File: src/rtl/fpdivsqrt_multi_unit_ctrl.sv
// Dispatch/collect controller presenting NUM_UNITS divsqrt units as one in-order unit.
// Requests go round-robin to a free unit; an order FIFO of unit indices retires results in acceptance order.
module fpdivsqrt_multi_unit_ctrl #(
  parameter int NUM_UNITS = 4,
  parameter int UIDX_W    = $clog2(NUM_UNITS),
  parameter int CNT_W     = $clog2(NUM_UNITS + 1)
) (
  input  logic                    clk,
  input  logic                    rst_n,
  input  logic                    flush_i,
  input  logic                    start_valid_i,
  output logic                    start_ready_o,
  input  logic [1:0]              fp_format_i,
  input  logic                    is_fdiv_i,
  input  logic [63:0]             opa_i,
  input  logic [63:0]             opb_i,
  input  logic [2:0]              rm_i,
  output logic                    finish_valid_o,
  input  logic                    finish_ready_i,
  output logic [63:0]             fdivsqrt_res_o,
  output logic [4:0]              fflags_o,
  output logic [NUM_UNITS-1:0]    unit_start_valid_o,
  input  logic [NUM_UNITS-1:0]    unit_start_ready_i,
  output logic                    unit_flush_o,
  input  logic [NUM_UNITS-1:0]    unit_finish_valid_i,
  output logic [NUM_UNITS-1:0]    unit_finish_ready_o,
  input  logic [64*NUM_UNITS-1:0] unit_res_i,
  input  logic [5*NUM_UNITS-1:0]  unit_fflags_i,
  output logic [CNT_W-1:0]        inflight_cnt_o,
  output logic                    protocol_err_o
);

  logic [UIDX_W-1:0]    fifo [NUM_UNITS];
  logic [UIDX_W-1:0]    wr_ptr;
  logic [UIDX_W-1:0]    rd_ptr;
  logic [UIDX_W-1:0]    rr_ptr;
  logic [CNT_W-1:0]     count;
  logic [NUM_UNITS-1:0] outstanding;
  logic                 err;

  logic [UIDX_W-1:0]    sel;
  logic [UIDX_W-1:0]    head;
  logic                 has_entry;
  logic                 accept;
  logic                 retire;
  logic                 stray_finish;
  logic [NUM_UNITS-1:0] retire_mask;

  // Operands and mode fan out to the units directly from the issue bus.
  logic unused_bcast;
  assign unused_bcast = ^{fp_format_i, is_fdiv_i, opa_i, opb_i, rm_i};

  function automatic logic [UIDX_W-1:0] wrap_inc(input logic [UIDX_W-1:0] p);
    if (p == UIDX_W'(NUM_UNITS - 1)) return '0;
    return p + UIDX_W'(1);
  endfunction

  always_comb begin : sel_logic
    logic                found;
    logic [UIDX_W-1:0]   idx;
    found = 1'b0;
    sel   = rr_ptr;
    idx   = rr_ptr;
    for (int i = 0; i < NUM_UNITS; i++) begin
      if (!found && unit_start_ready_i[idx]) begin
        sel   = idx;
        found = 1'b1;
      end
      idx = wrap_inc(idx);
    end
  end

  assign has_entry     = (count != '0);
  assign start_ready_o = !flush_i && (|unit_start_ready_i) && (count != CNT_W'(NUM_UNITS));
  assign accept        = start_valid_i && start_ready_o;
  assign head          = fifo[rd_ptr];

  assign finish_valid_o = has_entry && unit_finish_valid_i[head] && !flush_i;
  assign retire         = finish_valid_o && finish_ready_i;
  assign retire_mask    = unit_finish_ready_o & {NUM_UNITS{finish_valid_o}};

  assign unit_flush_o   = flush_i;
  assign inflight_cnt_o = count;
  assign protocol_err_o = err;

  assign stray_finish = (|(unit_finish_valid_i & ~outstanding)) && !flush_i;

  always_comb begin
    unit_start_valid_o  = '0;
    unit_finish_ready_o = '0;
    fdivsqrt_res_o      = '0;
    fflags_o            = '0;
    unit_start_valid_o[sel]   = accept;
    unit_finish_ready_o[head] = finish_ready_i && has_entry && !flush_i;
    for (int k = 0; k < NUM_UNITS; k++) begin
      if (head == UIDX_W'(k)) begin
        fdivsqrt_res_o = unit_res_i[64*k +: 64];
        fflags_o       = unit_fflags_i[5*k +: 5];
      end
    end
  end

  always_ff @(posedge clk or negedge rst_n) begin
    if (!rst_n) begin
      for (int k = 0; k < NUM_UNITS; k++) fifo[k] <= '0;
      wr_ptr      <= '0;
      rd_ptr      <= '0;
      rr_ptr      <= '0;
      count       <= '0;
      outstanding <= '0;
      err         <= 1'b0;
    end else begin
      if (stray_finish) err <= 1'b1;
      if (flush_i) begin
        wr_ptr      <= '0;
        rd_ptr      <= '0;
        rr_ptr      <= '0;
        count       <= '0;
        outstanding <= '0;
      end else begin
        if (accept) begin
          fifo[wr_ptr] <= sel;
          wr_ptr       <= wrap_inc(wr_ptr);
          rr_ptr       <= wrap_inc(sel);
        end
        if (retire) rd_ptr <= wrap_inc(rd_ptr);
        // Dispatch wins over retire so a unit reused in the same cycle stays marked.
        outstanding <= (outstanding & ~retire_mask) | unit_start_valid_o;
        case ({accept, retire})
          2'b10:   count <= count + CNT_W'(1);
          2'b01:   count <= count - CNT_W'(1);
          default: count <= count;
        endcase
      end
    end
  end

endmodule

File: config.mk
export PLATFORM = sky130hd
export DESIGN_NAME = fpdivsqrt_multi_unit_ctrl
export DESIGN_NICKNAME = d
export VERILOG_FILES = /design/src/rtl/fpdivsqrt_multi_unit_ctrl.sv
export SDC_FILE = /design/constraint.sdc
export NUM_CORES = 1
export LEC_CHECK = 0
export ABC_AREA = 1
export CAP_MARGIN = 20
export CORE_AREA = 2 2 197 199
export DETAILED_ROUTE_END_ITERATION = 8
export DIE_AREA = 0 0 199 201
export PLACE_DENSITY = 0.38
export SLEW_MARGIN = 40
export SYNTH_ARGS = -nofsm -noshare
export SYNTH_HDL_FRONTEND = slang
export SYNTH_SLANG_ARGS = --single-unit
File: constraint.sdc
create_clock -name clk -period 2 [get_ports clk]
set_input_delay 0.2 -clock clk [delete_from_list [all_inputs] [get_ports clk]]
set_output_delay 0.2 -clock clk [all_outputs]
set_load 0.02 [all_outputs]
After elaboration in Yosys (flattened, before gate mapping) --
Index checks and enable logic that the tools add are counted.
Operators by class: add/subtract/negate cells 8, $lt $le $gt $ge 11, eq/ne operators 12, mux-type cells 67, bitwise operators 11, reductions and logical operators 27
Operators by type and width (number):
- two-way mux 64 bit | 4
- two-way mux 2 bit | 24
- two-way mux 1 bit | 22
- AND 4 bit | 5
- two-way mux 5 bit | 4
- == test 2 bit (second input constant) | 9
- less-than comparator 2 x 3 -> 1 bit (second input constant) | 6
- logical AND 1 bit | 15
- adder 2 x 1 -> 2 bit (second input constant) | 6
- binary-select mux 1 bit (select 2 bit) | 5
- bitwise mux 8 bit | 1
- NOT 4 bit | 2
- OR reduction 4 bit | 2
- greater-or-equal comparator 3 bit (second input constant) | 2
- NOT 2 -> 3 bit | 2
- one-hot mux 3 bit (2 select lines) | 1
- nonzero test 3 bit | 2
- binary-select mux 2 bit (select 2 bit) | 1
- demux 1 bit (select 2 bit) | 2
- demux 2 bit (select 2 bit) | 1
- == test 2 x 1 -> 1 bit (second input constant) | 2
- greater-or-equal comparator 2 x 1 -> 1 bit (second input constant) | 2
- logical NOT 1 bit | 4
- two-way mux 4 bit | 1
- 10 further kinds | 11
Word-level totals: register bits 22, bits of input ports 423, output and inout port bits 84

Longest topological paths before layout --
Gate-level depths: netlist of the first run.
depth after elaboration 20, mapped depth 16

Worst setup path before layout of the first run --
Ideal clock, no wire load.
path kind flip-flop to output port, from register rr_ptr[0], to output port unit_start_valid_o[1], arrival 1.895 ns, setup slack -0.095 ns, cell stages (with the launch flop) 13, cells stage by stage dfrtp_1 > ha_1 > xor2_1 > nor2_1 > a21oi_1 > nand3_1 > inv_1 > nand2_1 > nand2_1 > inv_1 > ha_1 > nand2_1 > inv_1
Between the ends: cells in the longest elaborated chain, start to end 18
RTL lines:
- start, declared | RTL line 36 | logic [UIDX_W-1:0] rr_ptr;
- start signal, assigned | RTL line 124 | rr_ptr <= wrap_inc(sel);
- parallel branches: the longest is 12 deep, another holds adder 2 x 1 -> 2 bit
- two-way mux 2 bit (*) | RTL line 65 | if (!found && unit_start_ready_i[idx]) begin
- via sel[1] | RTL line 41 | logic [UIDX_W-1:0] sel;
- less-than comparator 2 x 3 -> 1 bit (not written as such) or greater-or-equal comparator 2 x 1 -> 1 bit (tied branches) | RTL line 93 | unit_start_valid_o[sel] = accept;
- logical AND 1 bit (not written as such) | RTL line 93
- two-way mux 1 bit (not written as such) | RTL line 93
- demux 1 bit (select 2 bit) (*) | RTL line 93
- AND 4 bit (no line) (*)
- end, declared | RTL line 22 | output logic [NUM_UNITS-1:0] unit_start_valid_o,
Mark *: on every way through the listed nets, which the timed path passes. The select of a mux whose other input is x is not followed.

Worst setup path in the final report of the first run --
from register rr_ptr[0], to output port unit_start_valid_o[3]
Same word-level chain as after synthesis.

==> results of run 1 <==
-- registers in the layout (all words and copies together) (netlist names) --
register and count:
outstanding 4, fifo 8, protocol_err_o 1, wr_ptr 2, rr_ptr 2, inflight_cnt_o 3
rd_ptr 2
-- area by class of cell --
type                            count  share of cell area
Timing Repair Buffer              564               0.561
Multi-Input combinational cell    477               0.305
Tap cell                          518              0.0579
Sequential cell                    22              0.0494
Inverter                           48              0.0183
Clock buffer                        4             0.00704
Antenna cell                        8             0.00179
-- per-layer routing --
metal,global-route usage,vias up
li1,-,3142
met1,0.180,3084
met2,0.286,246
met3,0.0217,35
met4,0.0333,6
met5,0,-
-- timing repair --
| item | CTS | global route |
|---|---|---|
| setup endpoints to repair | 85 | 98 |
| resized for setup | 638 | 115 |
| hold buffers | 0 | 0 |
| setup buffers | 79 | 15 |
| gates cloned | 20 | 4 |
| pin swaps | 64 | 57 |
-- cell families (layout without fill, tap and decap cells) --
kind of cell	count (synthesis)	in the layout	synth area share
DFF	22	22	0.162
xor gates and xnor gates	1	1	0.00258
adders and majority gates	11	11	0.0427
and+or+nand+nor	386	386	0.530
other	0	8	0
AOI/OAI and AO/OA	79	79	0.148
buffers and inverters	95	616	0.115
-- power breakdown --
group	leakage [nW]	internal [mW]	switching [mW]
logic	4.35	8.96	8.37
registers	0.286	0.576	0.107
clock network	0.0382	0.273	0.174
-- worst paths after layout --
kind                                         endpoint  slack, ns  cells after the start
worst max-delay path            unit_start_valid_o[3]      -0.51                     14
worst min-delay path                          fifo[5]       0.31                      2
worst max register to register         outstanding[0]      -0.38                     17
worst min register to register         protocol_err_o       0.48                      1
max in group asynchronous                   rd_ptr[0]       1.43                      2
min in group clk                       protocol_err_o       0.48                      1
-- synth_stat cells, types with 2 or more instances --
cell / n / area, um2
nor2_1: 31 / 116
dfrtp_1: 22 / 551
o22ai_1: 3 / 18.8
nand2_2: 5 / 31.3
o21ai_1: 34 / 170
inv_2: 6 / 22.5
a21oi_1: 5 / 25.0
nand2_1: 159 / 597
a221oi_1: 23 / 201
o21ai_0: 10 / 50.1
ha_1: 10 / 125
buf_2: 15 / 75.1
buf_1: 6 / 22.5
nand4_1: 49 / 307
nand3_1: 135 / 676
inv_1: 42 / 158
buf_4: 2 / 15.0
nand3_2: 3 / 30.0
clkbuf_1: 23 / 86.3
-- metrics by stage --
stage | std cells | utilization | setup TNS (ns)
2_1_floorplan | 594 | - | -0.0126
3_3_place_gp | 1527 | 0.222 | -31.97
3_5_place_dp | 1527 | 0.222 | -32.06
4_1_cts | 1623 | 0.278 | -25.71
5_1_grt | 1636 | 0.293 | -39.12
6_report | 1641 | 0.294 | -30.09
==> flow_summary.ini, run 1 <==
[run_status]
status = complete, but fails checks
failed_checks = setup timing

[clock_tree]
htree_levels = 1
cts_made_buffers = 3
worstSkewPairLatency_ns = 0.26
clockBufferDepth = 2
cts_tree = yes
cts_root_buf = clkbuf_16
cts_sinks = 22
clk_pin_slew_worst_paths_ns = 0.06

[layout]
nFillCells = 4156
area_growth_pct = 229
most-common-layout-cells = 293 x clkdlybuf4s50_1, 115 x buf_4, 104 x nand3_1
multi_input_area_um2 = 3410
final_layout_size_suffix_gt1_frac = 0.429
ff_latch_area_um2 = 553
design_area_um2 = 11200
fin_nets = 1550
final_common_cell = clkdlybuf4s50_1

[power]
powerDensity_nw_per_um2 = 1650
ir_drop_mv = 0.883
p_leak_nw = 4.67
p_total_mw = 18.5

[worst_setup_path]
cp_top_family = simple AND/OR/NAND/NOR gates
crit_chain = ha_4, nor2_4, xor2_4, nor2_4, a21oi_4, nand3_2, inv_2, nand2_2, nand2_4, inv_4, ha_4, nand2_4, inv_2, buf_6
critPathLaunchType = flip-flop
cp.arrival_ns = 2.31
timing.rr.start = rr_ptr[0]
crit_type = reg -> out
required_ns = 1.80
cpPeakStageDelay_ns = 0.42
worst-path-buf-inv = 4
crit_start = rr_ptr[0]
cp_slowest_cell = dfrtp_1
crit_fanout = 4
crit_path_end_kind = output port

[timing]
rsz0062_at_grt = yes
fin_crit_ns = 2.51
drv_slew = 0
skew_ns = 0.00324
hold_ws_ns = 0.307
fin_ws_ns = -0.512
slew_headroom = 0.786
worst_slew_pin_slew_ns = 0.321
hold_violations = 0
min_period_over_period = 1.26
setup_viol = 91
max_freq_ghz = 0.398

[floorplanning]
rows = 72
pin_count = 507
start_util = 0.0892
fp.dieW_um = 199
fp.dieArea_um2 = 40000
die_y_um = 201
core_um2 = 38100

[routing]
wl_per_cell_um = 19.9
drc = 0
dr_wl_met3_mm = 1.90
vias = 6513
viasPerCell = 3.97
first_iter_violations = 280
met1_length_mm = 13.0
wl_mm = 32.7
first_pass_iters = 4
wl_met2_mm = 17.1
ant_nets = 0
dr.max_layer_used = met5

[synthesis]
synth-main-ff-cell = dfrtp_1
syn_nets = 1028
avgSynthCellArea_um2 = 5.72
syn_inst = 594
syn-cell-area_um2 = 3400
async_flop_share = 1.00
ys_seq_elements = 22
yosysWarnings = 0
synthDistinctLibCells = 30
ys_seq_area_frac = 0.162
synth-edff-count = 0

[global_routing]
antenna_found_initial = 15
track_usage = 0.152
grt_start_max_net_pins = 27
grt_first_pass_wirelength_mm = 44.4
grt_pass1_vias = 6631
overflow = 0

[placement]
place_ws_ns = -0.777
portBuffers = 372
dp_hpwl_mm = 22.9
gp_congestion = 0.803
dpl_cell_area_um2 = 8460

[hold_path]
hold_path.class = in -> async

[job]
max-cap-violations = 0
No activity file was read; power rests on OpenSTA's default activity.
==> inputs of run 2 (changes only) <==
--- a/config.mk
+++ b/config.mk
@@ -8,9 +8,10 @@
 export ABC_AREA = 1
 export CAP_MARGIN = 20
 export CORE_AREA = 2 2 197 199
+export CTS_CLUSTER_DIAMETER = 200
 export DETAILED_ROUTE_END_ITERATION = 8
 export DIE_AREA = 0 0 199 201
-export PLACE_DENSITY = 0.38
+export PLACE_DENSITY = 0.5
 export SLEW_MARGIN = 40
 export SYNTH_ARGS = -nofsm -noshare
 export SYNTH_HDL_FRONTEND = slang
==> run 2 against run 1 <==
The flow still finishes with violations (setup timing). Non-clock buffer count fell by 17. Hold slack got worse by 0.0015 ns. Combinational power down 5%. Flip-flop and latch count stayed put. Via count is 1.1% lower. Register-to-register slack worse by 0.06 ns. Highest routed layer unchanged.
==> flow_summary.ini, run 2 (same netlist as run 1, synthesis figures left out) <==
[floorplanning]
pin_count = 507
rows = 72
start_util = 0.0892
fp.dieW_um = 199
die_y_um = 201
core_um2 = 38100
fp.dieArea_um2 = 40000

[timing]
hold_ws_ns = 0.305
slew_headroom = 0.785
fin_crit_ns = 2.48
hold_violations = 0
rsz0062_at_grt = yes
drv_slew = 0
worst_slew_pin_slew_ns = 0.323
skew_ns = 0.00331
min_period_over_period = 1.24
max_freq_ghz = 0.404
fin_ws_ns = -0.476
setup_viol = 83

[placement]
placed_cells = 1525
dp_hpwl_mm = 18.9
gp_congestion = 0.913
place_ws_ns = -0.801
portBuffers = 372

[global_routing]
grt_start_max_net_pins = 28
grt_first_pass_wirelength_mm = 39.8
antenna_found_initial = 2
grt_pass1_vias = 6511
track_usage = 0.131
overflow = 0

[routing]
dr_wl_met3_mm = 2.02
wl_per_cell_um = 17.8
dr.max_layer_used = met5
met1_length_mm = 12.1
wl_met2_mm = 14.3
ant_nets = 0
vias = 6443
wl_mm = 28.7
drc = 0
viasPerCell = 3.98
first_iter_violations = 296
first_pass_iters = 5

[clock_tree]
worstSkewPairLatency_ns = 0.25
clk_pin_slew_worst_paths_ns = 0.06
cts_made_buffers = 3
cts_sinks = 22
htree_levels = 1
clockBufferDepth = 2
cts_root_buf = clkbuf_16
cts_tree = yes

[worst_setup_path]
required_ns = 1.80
cp.arrival_ns = 2.28
crit_fanout = 4
cpMostUsedCell = inv_2
crit_chain = ha_4, inv_1, nand2_1, o21ai_2, inv_1, nand2_1, inv_2, nand3_2, inv_2, nand2_2, nand2_4, inv_4, ha_4, nand2_4, inv_2, buf_6
crit_type = reg -> out
cp_slowest_cell = dfrtp_2
crit_path_end_kind = output port
cpPeakStageDelay_ns = 0.45
critPathLaunchType = flip-flop

[run_status]
failed_checks = setup timing
status = complete, but fails checks

[layout]
instances_no_fill = 1617
final_layout_size_suffix_gt1_frac = 0.416
largest_reg_flops = 8
most-common-layout-cells = 293 x clkdlybuf4s50_1, 115 x nand3_1, 107 x buf_4
largest-register = fifo
fin_nets = 1533
nFillCells = 4030
area_growth_pct = 220
final_common_cell = clkdlybuf4s50_1

[power]
power_frac_comb = 0.930
internal_power_mw = 9.21
switching_share = 0.479
powerDensity_nw_per_um2 = 1620
clkPwrFrac = 0.032
p_switching_mw = 8.46
p_leak_nw = 4.54
ir_drop_mv = 1.18
pwr-share-seq = 0.038

[job]
max-cap-violations = 0

[hold_path]
hold_path.class = in -> async
run 2: final cells by class:
type | instances | area, um2 | share of cell area
inverters | 48 | 218 | 0.0200
flip-flops and latches | 22 | 554 | 0.0509
clock buffers | 3 | 75.1 | 0.00690
diodes | 1 | 2.50 | 0.000230
clock inverters | 1 | 30.0 | 0.00276
repair buffers | 547 | 5930 | 0.545
multi-input cells | 477 | 3430 | 0.315
well taps | 518 | 648 | 0.0595
run 2: critical path: cells and delay by family (launching register included):
kind | cells | cell delay (ns)
compound gates | 1 | 0.06
fa+ha+maj | 2 | 0.47
buf+inv | 7 | 0.51
flops | 1 | 0.45
simple gates | 6 | 0.51
run 2: power by group through the flow:
| stage | registers, mW | clock network, mW | logic (mW) |
|---|---|---|---|
| floorplan | 0.664 | 0 | 5.08 |
| global route | 0.695 | 0.600 | 17.3 |
| CTS | 0.678 | 0.584 | 15.2 |
| global placement | 0.667 | 0 | 10.7 |
| detailed placement | 0.671 | 0 | 10.7 |
| finish | 0.675 | 0.568 | 16.4 |
run 2: worst paths after layout:
kind                                 from                    end  slack (ns)  cells past startpoint
worst max-delay path            rr_ptr[0]  unit_start_valid_o[1]       -0.48                     16
worst min-delay path                rst_n              rr_ptr[1]        0.31                      2
worst max register to register  rr_ptr[0]         outstanding[3]       -0.44                     18
worst min register to register    fifo[3]                fifo[3]        0.49                      2
max in group asynchronous           rst_n      inflight_cnt_o[0]        1.42                      2
min in group clk                  fifo[3]                fifo[3]        0.49                      2
run 2: repair_timing:
item,in CTS,in global routing
setup endpoints to repair,87,98
resized for setup,642,169
hold buffers,0,0
cloned,19,3
setup buffers,66,27
pin swaps,39,67
run 2: per-layer routing:
| metal | GRT usage | vias to the layer above |
|---|---|---|
| li1 | - | 3104 |
| met1 | 0.162 | 3045 |
| met2 | 0.240 | 268 |
| met3 | 0.0247 | 24 |
| met4 | 0.0181 | 2 |
| met5 | 0 | - |
run 2: metrics by stage:
step	total power, mW	util	TNS, ns	instance area (um2)
4_1_cts	16.5	0.270	-24.21	10300
3_5_place_dp	11.4	0.220	-30.65	8390
6_report	17.7	0.286	-20.82	10900
2_1_floorplan	5.75	-	-0.0126	3420
3_3_place_gp	11.4	0.220	-30.08	8390
5_1_grt	18.6	0.286	-30.81	10900
==> RTL change: new RTL, config.mk and constraints of run 1 <==
Change the parameter `NUM_UNITS` from 4 to 2.
--- a/src/rtl/fpdivsqrt_multi_unit_ctrl.sv
+++ b/src/rtl/fpdivsqrt_multi_unit_ctrl.sv
@@ -1,7 +1,7 @@
 // Dispatch/collect controller presenting NUM_UNITS divsqrt units as one in-order unit.
 // Requests go round-robin to a free unit; an order FIFO of unit indices retires results in acceptance order.
 module fpdivsqrt_multi_unit_ctrl #(
-  parameter int NUM_UNITS = 4,
+  parameter int NUM_UNITS = 2,
   parameter int UIDX_W    = $clog2(NUM_UNITS),
   parameter int CNT_W     = $clog2(NUM_UNITS + 1)
 ) (
Ports: changed (7 resized); port bits go from 507 to 360. No check against the original RTL was run, so the function may have changed too.
==> RTL change against run 1 <==
- synthesized cell count decreased by 49%
- sequential cell count decreased by 12
- highest routed layer is now met4
- final area decreased by 60%
- worst setup slack improved by 0.62 ns
- routed wire length decreased by 73%
- area after synthesis decreased by 57%
- total power decreased by 72%
- combinational power decreased by 74%
- critical path type unchanged
==> RTL change: results (changes against run 1) <==
| Metric | Value |
|---|---|
| CTS clk-pin slew, worst paths | `0.04 ns (was 0.06 ns)` |
| Fraction of registers with async set/reset | `1.00 (unchanged)` |
| Buffers on Ports | `225 (was 372)` |
| Layout cell share with drive strength beyond 1 | `0.134 (was 0.429)` |
| Via count | `2607 (was 6513)` |
| Total Wirelength | `8.82 mm (was 32.7 mm)` |
| CP Max Fanout | `12 (was 4)` |
| Initial DRC count | `45 (was 280)` |
| HPWL Detailed | `7.49 mm (was 22.9 mm)` |
| Worst R2R Path Depth | `10 (was 17)` |
| # nets final | `828 (was 1550)` |
| R2R setup slack | `0.51 ns (was -0.38 ns)` |
| Clock Latency Late Sink | `0.23 ns (was 0.26 ns)` |
| Initial antenna violation count | `0 (was 15)` |
| DP Worst Slack | `-0.0917 ns (was -0.777 ns)` |
| GPL Wtd Cong | `0.689 (was 0.803)` |
| Clock root buffer | `clkbuf_16 (unchanged)` |
| Status | `completed (was finished, violations left)` |
| Synth Flop Type | `dfrtp_1 (unchanged)` |
| Synth warn | `0 (unchanged)` |
| Worst Hold Class | `in2async (unchanged)` |
| Commonest cells post-synth | `nand2_1, buf_2, dfrtp_1, inv_1 (was nand2_1, nand3_1, nand4_1, inv_1, o21ai_1)` |
| Clk_skew | `0.00250 ns (was 0.00324 ns)` |
| Ant diodes | `0 (was 8)` |
| IR drop worst, VDD | `0.289 mV (was 0.883 mV)` |
| Routed Antenna Nets | `0 (unchanged)` |
| R2r startpoint | `rd_ptr (was rr_ptr[0])` |
| Actual slew at the worst max-slew pin | `0.504 ns (was 0.321 ns)` |
| First-pass GRT wire length | `12.4 mm (was 44.4 mm)` |
| Syn Nets | `584 (was 1028)` |
| Seq/Total Area, Yosys | `0.171 (was 0.162)` |
| Area of placed instances | `4520 um^2 (was 8460 um^2)` |
| Yosys cell types | `20 (was 30)` |
| Reg2reg end | `inflight_cnt_o[0] (was outstanding[0])` |
| Top cells by area, synth | `nand2_1, dfrtp_1, buf_2 (was nand3_1, nand2_1, dfrtp_1)` |
| Global-route total usage across every layer | `0.0385 (was 0.152)` |
| Static leakage | `0.00211 uW (was 0.00467 uW)` |
| Vias in the first global route | `2410 (was 6631)` |
## RTL change: critical path: stages, from the launching register on
cell	delay (ns)
dfrtp_1	0.42
inv_2	0.08
nand2_2	0.09
nand2_8	0.14
buf_4	0.13
buf_4	0.18
nand2_1	0.06
nand2_1	0.06
clkdlybuf4s15_1	0.29
## RTL change: stage by stage
stage / hold slack, ns / std cells
global route: 0.358 / 1063
finish: 0.307 / 1063
global placement: 0.466 / 1058
CTS: 0.352 / 1063
detailed placement: 0.448 / 1058
floorplan: -0.0956 / 303
## RTL change: per-layer routing
layer | track usage | vias to the layer above | wire (um)
li1 | - | 1393 | -
met1 | 0.0420 | 1080 | 3510
met2 | 0.0767 | 132 | 4360
met3 | 0.00840 | 2 | 945
met4 | 0.00400 | 0 | 12
met5 | 0 | - | 0
## RTL change: layout make-up
class | count | area [um^2]
Fill cell | 4418 | 33600
Inverter | 13 | 48.8
Tap cell | 518 | 648
Multi-Input combinational cell | 265 | 1090
Timing Repair Buffer | 254 | 2350
Sequential cell | 10 | 251
Clock buffer | 3 | 75.1
## RTL change: worst max-delay path by stage
stage / startpoint / end / slack [ns] / cells past startpoint
CTS: rd_ptr / fdivsqrt_res_o[2] / -0.01 / 7
finish: rd_ptr / fdivsqrt_res_o[26] / 0.11 / 8
detailed placement: flush_i / unit_start_valid_o[1] / -0.09 / 9
floorplan: inflight_cnt_o[0] / fifo[1] / 0.52 / 7
global route: rd_ptr / fdivsqrt_res_o[30] / 0.002 / 8
global placement: flush_i / unit_start_valid_o[1] / -0.12 / 9
## RTL change: logic make-up after synthesis
kind of cell	Yosys count	share of synthesized area
compound gates	7	0.0283
xor+xnor	1	0.00599
flops	10	0.171
buf+inv	28	0.0899
simple gates	257	0.705
## RTL change: where the power goes
group          internal (uW)  total, uW  switching [uW]
logic                   1790       4470            2690
registers                254        305            50.3
clock network            259        351            91.5
total                   2300       5130            2830
## RTL change: what timing repair did
item / 4_1_cts / 5_1_grt
buffers inserted: 2 / 0
pin swaps: 1 / 0
setup endpoints to repair: 74 / 27
resized for setup: 85 / 46
